[src/rtl/q_sync.sv]
// N-flop input resynchroniser with synchronous reset; N=0 is a plain wire.
// Used in front of the two-phase handshake inputs of q_flop_stage.
module q_sync #(
    parameter int N = 0
) (
    input  logic clk,
    input  logic rst,
    input  logic d,
    output logic q
);

    generate
        if (N == 0) begin : g_pass
            logic unused_clk_rst;
            assign unused_clk_rst = clk ^ rst;
            assign q = d;
        end else begin : g_ff
            logic [N-1:0] ff;

            always_ff @(posedge clk) begin
                if (rst) begin
                    ff <= '0;
                end else begin
                    ff[0] <= d;
                    for (int i = 1; i < N; i++) begin
                        ff[i] <= ff[i-1];
                    end
                end
            end

            assign q = ff[N-1];
        end
    endgenerate

endmodule

[src/rtl/q_flop_stage.sv]
// Single-token two-phase micropipeline stage (clocked Q-flop element).
// Chains head-to-tail: so -> next pi, next po -> si.
module q_flop_stage #(
    parameter int SYNC_STAGES = 0
) (
    input  logic clk,
    input  logic rst,
    input  logic start,
    input  logic pi,
    input  logic si,
    output logic po,
    output logic so,
    output logic f
);

    localparam logic PHASE_RST = 1'b0;

    generate
        if (!(SYNC_STAGES == 0 || SYNC_STAGES == 2 || SYNC_STAGES == 3)) begin : g_bad_param
            $error("q_flop_stage: SYNC_STAGES must be 0, 2 or 3");
        end
    endgenerate

    logic pi_s;
    logic si_s;
    logic req;
    logic ack;
    logic can_take;

    // The synchronisers keep sampling while start is high so that the
    // resynchronised view of the peers is current when start drops.
    q_sync #(.N(SYNC_STAGES)) u_sync_pi (
        .clk (clk),
        .rst (rst),
        .d   (pi),
        .q   (pi_s)
    );

    q_sync #(.N(SYNC_STAGES)) u_sync_si (
        .clk (clk),
        .rst (rst),
        .d   (si),
        .q   (si_s)
    );

    assign req      = (pi_s != po);
    assign ack      = f & (si_s == so);
    assign can_take = ~f | ack;

    // Accept outranks drain: a retiring token is replaced in the same cycle.
    always_ff @(posedge clk) begin
        if (rst) begin
            po <= PHASE_RST;
            so <= PHASE_RST;
            f  <= 1'b0;
        end else if (!start) begin
            if (req && can_take) begin
                po <= pi_s;
                so <= ~so;
                f  <= 1'b1;
            end else if (ack) begin
                f  <= 1'b0;
            end
        end
    end

endmodule

[config.mk]
export PLATFORM = sky130hd
export DESIGN_NAME = q_flop_stage
export DESIGN_NICKNAME = d
export VERILOG_FILES = /design/src/rtl/q_sync.sv /design/src/rtl/q_flop_stage.sv
export SDC_FILE = /design/constraint.sdc
export NUM_CORES = 1
export LEC_CHECK = 0
export CORE_AREA = 2 2 39 41
export CTS_CLUSTER_DIAMETER = 100
export CTS_CLUSTER_SIZE = 14
export DETAILED_ROUTE_END_ITERATION = 10
export DIE_AREA = 0 0 41 43
export DONT_BUFFER_PORTS = 1
export PLACE_DENSITY = 0.3
export SYNTH_ARGS = -nofsm -noshare
export SYNTH_HDL_FRONTEND = slang
export SYNTH_SLANG_ARGS = --single-unit
[constraint.sdc]
create_clock -name clk -period 1.12 [get_ports clk]
set_input_delay 0.224 -clock clk [delete_from_list [all_inputs] [get_ports clk]]
set_output_delay 0.224 -clock clk [all_outputs]
set_load 0.005 [all_outputs]
==> flow_metrics.env, run 1 <==
export IMPL_outcome="finished with violations"
export IMPL_failed_checks="negative setup slack"
export IMPL_antenna_cells=0
export IMPL_cts_buffer_depth=2
export IMPL_relSlewSlack_pct=83.7
export IMPL_tightestPinTransition_ns=0.243
export IMPL_grt_pass1_wl_um=703
export IMPL_io_pins=8
export IMPL_num_rows=14
export IMPL_placed_cells=34
export IMPL_die_y_um=43
export IMPL_tritoncts_num_buffers=3
export IMPL_rsz0062_at_grt="true"
export IMPL_cts_setup_buffers=0
export IMPL_crit_arrival_ns=1.24
export IMPL_reg2reg_slack_ns=-0.005
export IMPL_power_density_mw_per_mm2=1690
export IMPL_globalRouteOverflowTotal=0
export IMPL_die_x_um=41
export IMPL_cap_viol_max_count=0
export IMPL_finalCritPeriodShare_pct=100
export IMPL_hold_buffers=0
export IMPL_rr_startpoint="so$_SDFFE_PP0P_"
export IMPL_finalWeightedCongestion=0.622
export IMPL_slowest_stage="mux2_1"
export IMPL_ir_drop_v=0.000327
export IMPL_start_util_pct=10.6
export IMPL_ys_ff_latch=3
export IMPL_die_area_mm2=0.00176
export IMPL_nFillCells=154
export IMPL_cts_sinks=3
export IMPL_total_power_w=0.000386
export IMPL_hold_depth=1
export IMPL_area_delta_synth_final_pct=56.4
export IMPL_hold_viol=0
export IMPL_r2r_cells=3
export IMPL_worst_slack_ns=-0.00478
export IMPL_postSynthCellCount=15
export IMPL_path_buf_inv=0
export IMPL_grt_pass1_vias=179
export IMPL_cts_tree="done"
export IMPL_finalNonFillerCells=38
export IMPL_cp_end_kind="register"
export IMPL_setup_viol=1
export IMPL_hold_end="f$_SDFFE_PP0P_"
export IMPL_max_freq_mhz=889
export IMPL_path_class="register to register"
export IMPL_max_stage_delay_ns=0.33
export IMPL_grt_max_degree=6
export IMPL_hpwl_um=298
export IMPL_drt_iter0_markers=0
export IMPL_ys_seq_area_share_pct=41.0
export IMPL_dr_total_vias=129
export IMPL_layout_min_cycle_time_ns=1.12
export IMPL_start_kind="register"
export IMPL_yosysWarnings=0
export IMPL_crit_chain="xor2_2 > a211oi_2 > mux2_1"
export IMPL_skew_ns=0.00821
export IMPL_coreArea_mm2=0.00138
export IMPL_hold_class="input port to register"
export IMPL_hp_start="rst"
export IMPL_grtUsageTotal_pct=6.82
export IMPL_cts_root_buffer="clkbuf_4"
export IMPL_mostFrequentLayoutCells="clkbuf_4 (3), buf_4 (3), nand2b_1 (2), dfxtp_1 (2)"
export IMPL_fin_nets=28
export IMPL_cp_required_ns=1.23
export IMPL_wl_um=411
export IMPL_drive_gt1_share_pct=40.9
export IMPL_drc=0
export IMPL_drtPass1Iterations=1
export IMPL_worstPathMaxFanout=2
export IMPL_maxSlewViolCount=0
export IMPL_crit_family="multiplexers"
export IMPL_clk_latency_ns=0.24
export IMPL_grt_antenna_before_repair=0
export IMPL_synth_fp_nets=20
export IMPL_r2r_end="so$_SDFFE_PP0P_"
export IMPL_ant_nets=0
export IMPL_avgSynthCellArea_um2=9.76
export IMPL_synthesis_area_um2=146
export IMPL_routedWlPerCell_um=10.8
export IMPL_p_leak_nw=0.0912
export IMPL_holdWs_ns=0.0540
export IMPL_port_buffers=0
export IMPL_synth_distinct_cells=12
export IMPL_avgViaCountPerCell=3.39
export IMPL_htreeDepth=1
export IMPL_clk_pin_slew_ns=0.04
[power breakdown]
| group | switching (W) | internal (W) |
|---|---|---|
| clock network | 0.0000658 | 0.000134 |
| registers | 0.00000802 | 0.000119 |
| logic | 0.0000259 | 0.0000333 |
[metrics by stage]
| step | util, % | cell area, um2 | worst slack [ns] | setup TNS (ns) |
|---|---|---|---|---|
| 2_1_floorplan | - | 148 | -0.00634 | -0.00634 |
| 3_3_place_gp | 13.7 | 190 | -0.0200 | -0.0200 |
| 3_5_place_dp | 13.7 | 190 | -0.0403 | -0.0403 |
| 4_1_cts | 16.5 | 229 | -0.00892 | -0.00892 |
| 5_1_grt | 16.5 | 229 | -0.0439 | -0.0439 |
| 6_report | 16.5 | 229 | -0.00478 | -0.00478 |
[per-layer routing]
layer | vias to the layer above | track usage [%] | wire length [um]
li1 | 65 | - | -
met1 | 55 | 6.09 | 140
met2 | 9 | 8.13 | 176
met3 | 0 | 7.33 | 93
met4 | 0 | 6.00 | 0
met5 | - | 0 | 0
[worst max path at each step]
stage | startpoint | end | slack [ns] | cells after the start
2_1_floorplan | so$_SDFFE_PP0P_ | so$_SDFFE_PP0P_ | -0.006 | 3
6_report | so$_SDFFE_PP0P_ | so$_SDFFE_PP0P_ | -0.005 | 3
5_1_grt | so$_SDFFE_PP0P_ | so$_SDFFE_PP0P_ | -0.04 | 3
4_1_cts | so$_SDFFE_PP0P_ | so$_SDFFE_PP0P_ | -0.009 | 3
3_5_place_dp | so$_SDFFE_PP0P_ | so$_SDFFE_PP0P_ | -0.04 | 3
3_3_place_gp | po$_SDFFE_PP0P_ | so$_SDFFE_PP0P_ | -0.02 | 3
[layout make-up]
class / instances / area, um2 / share of cell area, %
Clock buffer: 4 / 26.3 / 11.5
Inverter: 1 / 3.75 / 1.64
Multi-Input combinational cell: 11 / 95.1 / 41.5
Sequential cell: 3 / 61.3 / 26.8
Tap cell: 16 / 20.0 / 8.74
Timing Repair Buffer: 3 / 22.5 / 9.84
[repair_timing]
action / 4_1_cts / 5_1_grt
pin swaps: 1 / 0
setup endpoints to repair: 1 / 1
gates resized for setup: 2 / 0
cloned: 0 / 0
[registers in the layout, indices dropped and copies added, names as in the netlist]
signal / count
f: 1
po: 1
so: 1
[worst reg2reg max path, stage by stage, from the launching register on]
cell and delay (ns):
dfxtp_2 0.32, xor2_2 0.15, a211oi_2 0.20, mux2_1 0.33
[Yosys cell counts]
cell type / count / area share, %
dfxtp_1: 3 / 41
nand2b_1: 2 / 8.5
a211oi_1: 1 / 5.1
a21oi_1: 1 / 3.4
a221oi_1: 1 / 6.0
inv_1: 1 / 2.6
mux2_1: 1 / 7.7
mux2i_1: 1 / 6.8
nor2_1: 1 / 2.6
nor2b_1: 1 / 4.3
xnor2_1: 1 / 6.0
xor2_1: 1 / 6.0
[cells by family after synthesis]
group,count (synthesis),share of synthesized area [%]
buf+inv,1,2.56
mux,2,14.5
xor+xnor,2,12.0
compound gates,3,14.5
simple gates,4,15.4
flops,3,41.0
No activity file was read; power rests on OpenSTA's default activity.
==> run 2, diff against run 1 <==
--- a/config.mk
+++ b/config.mk
@@ -6,6 +6,7 @@
 export NUM_CORES = 1
 export LEC_CHECK = 0
 export CORE_AREA = 2 2 39 41
+export CTS_BUF_LIST = sky130_fd_sc_hd__clkbuf_16
 export CTS_CLUSTER_DIAMETER = 100
 export CTS_CLUSTER_SIZE = 14
 export DETAILED_ROUTE_END_ITERATION = 10
==> run 2 against run 1 <==
The run still ends with negative setup slack left; combinational power about the same; sequential cell count unchanged; critical endpoint unchanged; highest routed layer unchanged; first-iteration DRC count unchanged; critical path depth unchanged; largest power group unchanged; clock skew decreased by 0.0066 ns; die area unchanged; clock-buffer cell count decreased by 1; clock power increased to 2.8 times the previous value; worst hold slack improved by 0.020 ns; cell area increased by 23%.
==> flow_metrics.env, run 2 (synthesized netlist as in run 1, its figures left out) <==
export IMPL_busiest_layer="met4"
export IMPL_coreArea_mm2=0.00138
export IMPL_routedWlPerCell_um=10.6
export IMPL_max_stage_delay_ns=0.33
export IMPL_htreeDepth=1
export IMPL_cts_sinks=3
export IMPL_num_rows=14
export IMPL_cp_end_kind="register"
export IMPL_die_x_um=41
export IMPL_relSlewSlack_pct=82.6
export IMPL_use_met2_pct=7.50
export IMPL_nFillCells=154
export IMPL_area_delta_synth_final_pct=92.3
export IMPL_clk_latency_ns=0.22
export IMPL_die_area_mm2=0.00176
export IMPL_layout_min_cycle_time_ns=1.12
export IMPL_power_density_mw_per_mm2=2650
export IMPL_wl_um=402
export IMPL_dpl_worst_slack_ns=-0.0403
export IMPL_p_leak_nw=0.119
export IMPL_hold_class="input port to register"
export IMPL_worstPathMaxFanout=2
export IMPL_failed_checks="negative setup slack"
export IMPL_grt_pass1_wl_um=717
export IMPL_drtPass1Iterations=1
export IMPL_drt_iter0_markers=0
export IMPL_cp_required_ns=1.22
export IMPL_crit_arrival_ns=1.23
export IMPL_grt_antenna_before_repair=0
export IMPL_tightestPinTransition_ns=0.259
export IMPL_dr_total_vias=132
export IMPL_top_regs="f (1), po (1), so (1)"
export IMPL_slowest_stage="mux2_1"
export IMPL_finalWeightedCongestion=0.622
export IMPL_outcome="finished with violations"
export IMPL_ant_nets=0
export IMPL_crit_chain="xor2_2 > a211oi_2 > mux2_1"
export IMPL_port_buffers=0
export IMPL_utilization_pct=20.3
export IMPL_rsz0062_at_grt="true"
export IMPL_finalCritPeriodShare_pct=100
export IMPL_drc=0
export IMPL_globalRouteOverflowTotal=0
export IMPL_start_util_pct=10.6
export IMPL_grt_pass1_vias=176
export IMPL_maxSlewViolCount=0
export IMPL_clk_pin_slew_ns=0.03
export IMPL_cts_root_buffer="clkbuf_16"
export IMPL_tritoncts_num_buffers=3
export IMPL_cap_viol_max_count=0
export IMPL_grt_max_degree=6
export IMPL_met1_usage_pct=6.41
export IMPL_fin_nets=28
export IMPL_io_pins=8
export IMPL_regArea_um2=61.3
export IMPL_grtUsageTotal_pct=7.02
export IMPL_hold_viol=0
export IMPL_start_kind="register"
export IMPL_worst_slack_ns=-0.00396
export IMPL_drive_gt1_share_pct=40.9
export IMPL_path_class="register to register"
export IMPL_die_y_um=43
export IMPL_skew_ns=0.00165
export IMPL_finalSetupTns_ns=-0.00396
export IMPL_setup_viol=1
export IMPL_multi_input_area_um2=95.1
export IMPL_ir_drop_v=0.000885
export IMPL_met3_usage_pct=7.33
export IMPL_mostFrequentLayoutCells="clkbuf_16 (3), buf_4 (3), nand2b_1 (2), inv_1 (2), dfxtp_1 (2)"
export IMPL_hpwl_um=298
export IMPL_antenna_cells=0
export IMPL_max_freq_mhz=890
export IMPL_cts_tree="done"
export IMPL_avgViaCountPerCell=3.47
export IMPL_cts_buffer_depth=2
## run 2: layer usage
layer | wire, um | part of all wire, %
met4 | 0 | 0
met5 | 0 | 0
met1 | 139 | 35
met3 | 92 | 23
met2 | 169 | 42
## run 2: power by group
| part | internal (W) | switching (W) | total, W | leakage, nW |
|---|---|---|---|---|
| sequential | 0.000119 | 0.00000809 | 0.000127 | 0.0252 |
| clock | 0.000461 | 0.0000994 | 0.000560 | 0.0423 |
| combinational | 0.0000333 | 0.0000259 | 0.0000591 | 0.0511 |
| total | 0.000613 | 0.000133 | 0.000746 | 0.119 |
## run 2: worst max-delay path, delay by kind of cell (launching register included)
kind / cells / cell delay (ns)
AOI/OAI and AO/OA: 1 / 0.20
xor gates and xnor gates: 1 / 0.15
DFF: 1 / 0.32
muxes: 1 / 0.33
## run 2: metrics by stage
stage / total power [W] / hold WS [ns] / instance area (um2) / std cells
floorplan: 0.000159 / 0.303 / 148 / 15
global placement: 0.000177 / 0.305 / 190 / 34
detailed placement: 0.000181 / 0.307 / 190 / 34
CTS: 0.000762 / 0.0723 / 282 / 38
global route: 0.000789 / 0.0724 / 282 / 38
finish: 0.000746 / 0.0744 / 282 / 38
## run 2: final cells by class
class                           count  share of cell area (%)
Sequential cell                     3                    21.8
Tap cell                           16                    7.11
Timing Repair Buffer                3                    8.00
Multi-Input combinational cell     11                    33.8
Clock inverter                      1                    1.33
Inverter                            1                    1.33
Clock buffer                        3                    26.7
## run 2: what timing repair did
| action | CTS | global route |
|---|---|---|
| cloned | 0 | 0 |
| gates resized for setup | 2 | 0 |
| hold buffers | 0 | 0 |
| endpoints found under the setup margin | 1 | 1 |
| pin swaps | 1 | 0 |
| buffers inserted | 0 | 0 |
## run 2: path summary, 6_finish.rpt
kind	startpoint	to	slack (ns)	cells past startpoint
worst max-delay path	so$_SDFFE_PP0P_	so$_SDFFE_PP0P_	-0.004	3
worst min-delay path	rst	f$_SDFFE_PP0P_	0.07	1
worst max register to register	so$_SDFFE_PP0P_	so$_SDFFE_PP0P_	-0.004	3
worst min register to register	f$_SDFFE_PP0P_	f$_SDFFE_PP0P_	0.61	3
==> run 3, diff against run 2 <==
--- a/config.mk
+++ b/config.mk
@@ -13,6 +13,7 @@
 export DIE_AREA = 0 0 41 43
 export DONT_BUFFER_PORTS = 1
 export PLACE_DENSITY = 0.3
+export SETUP_SLACK_MARGIN = 0.2
 export SYNTH_ARGS = -nofsm -noshare
 export SYNTH_HDL_FRONTEND = slang
 export SYNTH_SLANG_ARGS = --single-unit
==> run 3 against run 2 <==
The flow now finishes without violations; sequential power hardly changed; clock-buffer cell count unchanged; global-route usage is the same; wire length grew 11%; worst hold slack worse by 0.017 ns; via count up 6.1%.
==> flow_metrics.env, run 3 (synthesized netlist as in run 1, its figures left out) <==
export IMPL_outcome="finished clean"
export IMPL_hpwl_um=298
export IMPL_max_stage_delay_ns=0.33
export IMPL_start_kind="register"
export IMPL_die_y_um=43
export IMPL_tritoncts_num_buffers=3
export IMPL_finalWeightedCongestion=0.622
export IMPL_coreArea_mm2=0.00138
export IMPL_relSlewSlack_pct=77.8
export IMPL_grt_max_degree=6
export IMPL_start_util_pct=10.6
export IMPL_drtPass1Iterations=1
export IMPL_slowest_stage="mux2_1"
export IMPL_regArea_um2=63.8
export IMPL_maxSlewViolCount=0
export IMPL_worstPathMaxFanout=2
export IMPL_final_area_um2=309
export IMPL_grt_antenna_before_repair=0
export IMPL_drt_iter0_markers=0
export IMPL_dr_total_vias=140
export IMPL_avgViaCountPerCell=3.59
export IMPL_total_power_w=0.000766
export IMPL_power_density_mw_per_mm2=2480
export IMPL_fin_nets=29
export IMPL_wl_um=447
export IMPL_crit_family="multiplexers"
export IMPL_skew_ns=0.00133
export IMPL_p_leak_nw=0.127
export IMPL_tightestPinTransition_ns=0.331
export IMPL_path_class="register to register"
export IMPL_grt_pass1_vias=176
export IMPL_drc=0
export IMPL_hold_buffers=0
export IMPL_hold_viol=0
export IMPL_layout_commonest_cell="buf_4"
export IMPL_port_buffers=0
export IMPL_grt_pass1_wl_um=717
export IMPL_post_dp_cell_area_um2=190
export IMPL_cap_viol_max_count=0
export IMPL_crit_arrival_ns=1.22
export IMPL_num_rows=14
export IMPL_path_buf_inv=0
export IMPL_cts_buffer_depth=2
export IMPL_antenna_cells=0
export IMPL_clk_pin_slew_ns=0.03
export IMPL_ant_nets=0
export IMPL_rsz0062_at_grt="true"
export IMPL_clk_latency_ns=0.22
export IMPL_cts_sinks=3
export IMPL_top_regs="f (1), po (1), so (1)"
export IMPL_layout_min_cycle_time_ns=1.12
export IMPL_mostFrequentLayoutCells="buf_4 (4), clkbuf_16 (3), dfxtp_2 (3)"
export IMPL_ir_drop_v=0.000862
export IMPL_drive_gt1_share_pct=60.9
export IMPL_max_freq_mhz=893
export IMPL_die_x_um=41
export IMPL_cts_tree="done"
export IMPL_routedWlPerCell_um=11.5
export IMPL_setup_viol=0
export IMPL_cp_end_kind="register"
export IMPL_io_pins=8
export IMPL_nFillCells=156
export IMPL_crit_chain="xor2_2 > a211oi_2 > mux2_1"
export IMPL_multi_input_area_um2=113
export IMPL_cp_required_ns=1.22
export IMPL_grtUsageTotal_pct=7.02
export IMPL_htreeDepth=1
export IMPL_globalRouteOverflowTotal=0
export IMPL_hold_class="input port to register"
export IMPL_finalCritPeriodShare_pct=99.9
export IMPL_area_delta_synth_final_pct=111
export IMPL_die_area_mm2=0.00176
export IMPL_cts_root_buffer="clkbuf_16"
run 3: cell types whose count changed in the layout (fill, tap and decap cells not counted), sizes merged:
cell  delta
buf      +1
run 3: final cells by class:
type,instances,share of cell area (%)
clock buffers,3,24.3
clock inverters,1,1.21
inverters,1,1.21
multi-input cells,11,36.4
flip-flops and latches,3,20.6
well taps,16,6.48
repair buffers,4,9.72
run 3: worst reg2reg max path, cell delays in order (launching register included):
cell,delay [ns]
dfxtp_2,0.32
xor2_2,0.15
a211oi_2,0.19
mux2_1,0.33
run 3: layer usage:
metal  share of wire (%)  routed length (um)  track usage, %  vias to the layer above
met5                   0                   0               0                        -
met4                   0                   0            8.00                        0
met3                  17                  74            7.33                        0
met2                  49                 219            7.50                        8
met1                  34                 154            6.41                       65
li1                    -                   -               -                       67
run 3: report_power, final:
group	internal, W	switching (W)
Sequential	0.000120	0.00000803
Combinational	0.0000446	0.0000344
Clock	0.000460	0.0000984
run 3: path summary, 6_finish.rpt:
check,startpoint,depth (start not counted),endpoint,slack [ns]
hold / removal,rst,1,f$_SDFFE_PP0P_,0.06
setup reg to reg,so$_SDFFE_PP0P_,3,so$_SDFFE_PP0P_,0.0006
hold reg to reg,f$_SDFFE_PP0P_,2,so$_SDFFE_PP0P_,0.60
setup / recovery,so$_SDFFE_PP0P_,3,so$_SDFFE_PP0P_,0.0006
run 3: what timing repair did:
action | 4_1_cts | 5_1_grt
resized for setup | 3 | 4
pin swaps | 1 | 1
endpoints found under the setup margin | 3 | 6
buffers inserted | 0 | 1
run 3: metrics by stage:
| step | TNS, ns | instances | setup slack, ns | hold slack (ns) | utilization [%] |
|---|---|---|---|---|---|
| after CTS | -0.00811 | 38 | -0.00811 | 0.0649 | 20.4 |
| final | 0 | 39 | 0.000610 | 0.0574 | 22.3 |
| after global placement | -0.0200 | 34 | -0.0200 | 0.305 | 13.7 |
| after floorplan | -0.00634 | 15 | -0.00634 | 0.303 | - |
| after detailed placement | -0.0403 | 34 | -0.0403 | 0.307 | 13.7 |
| after global routing | -0.0431 | 39 | -0.0431 | 0.0489 | 22.3 |
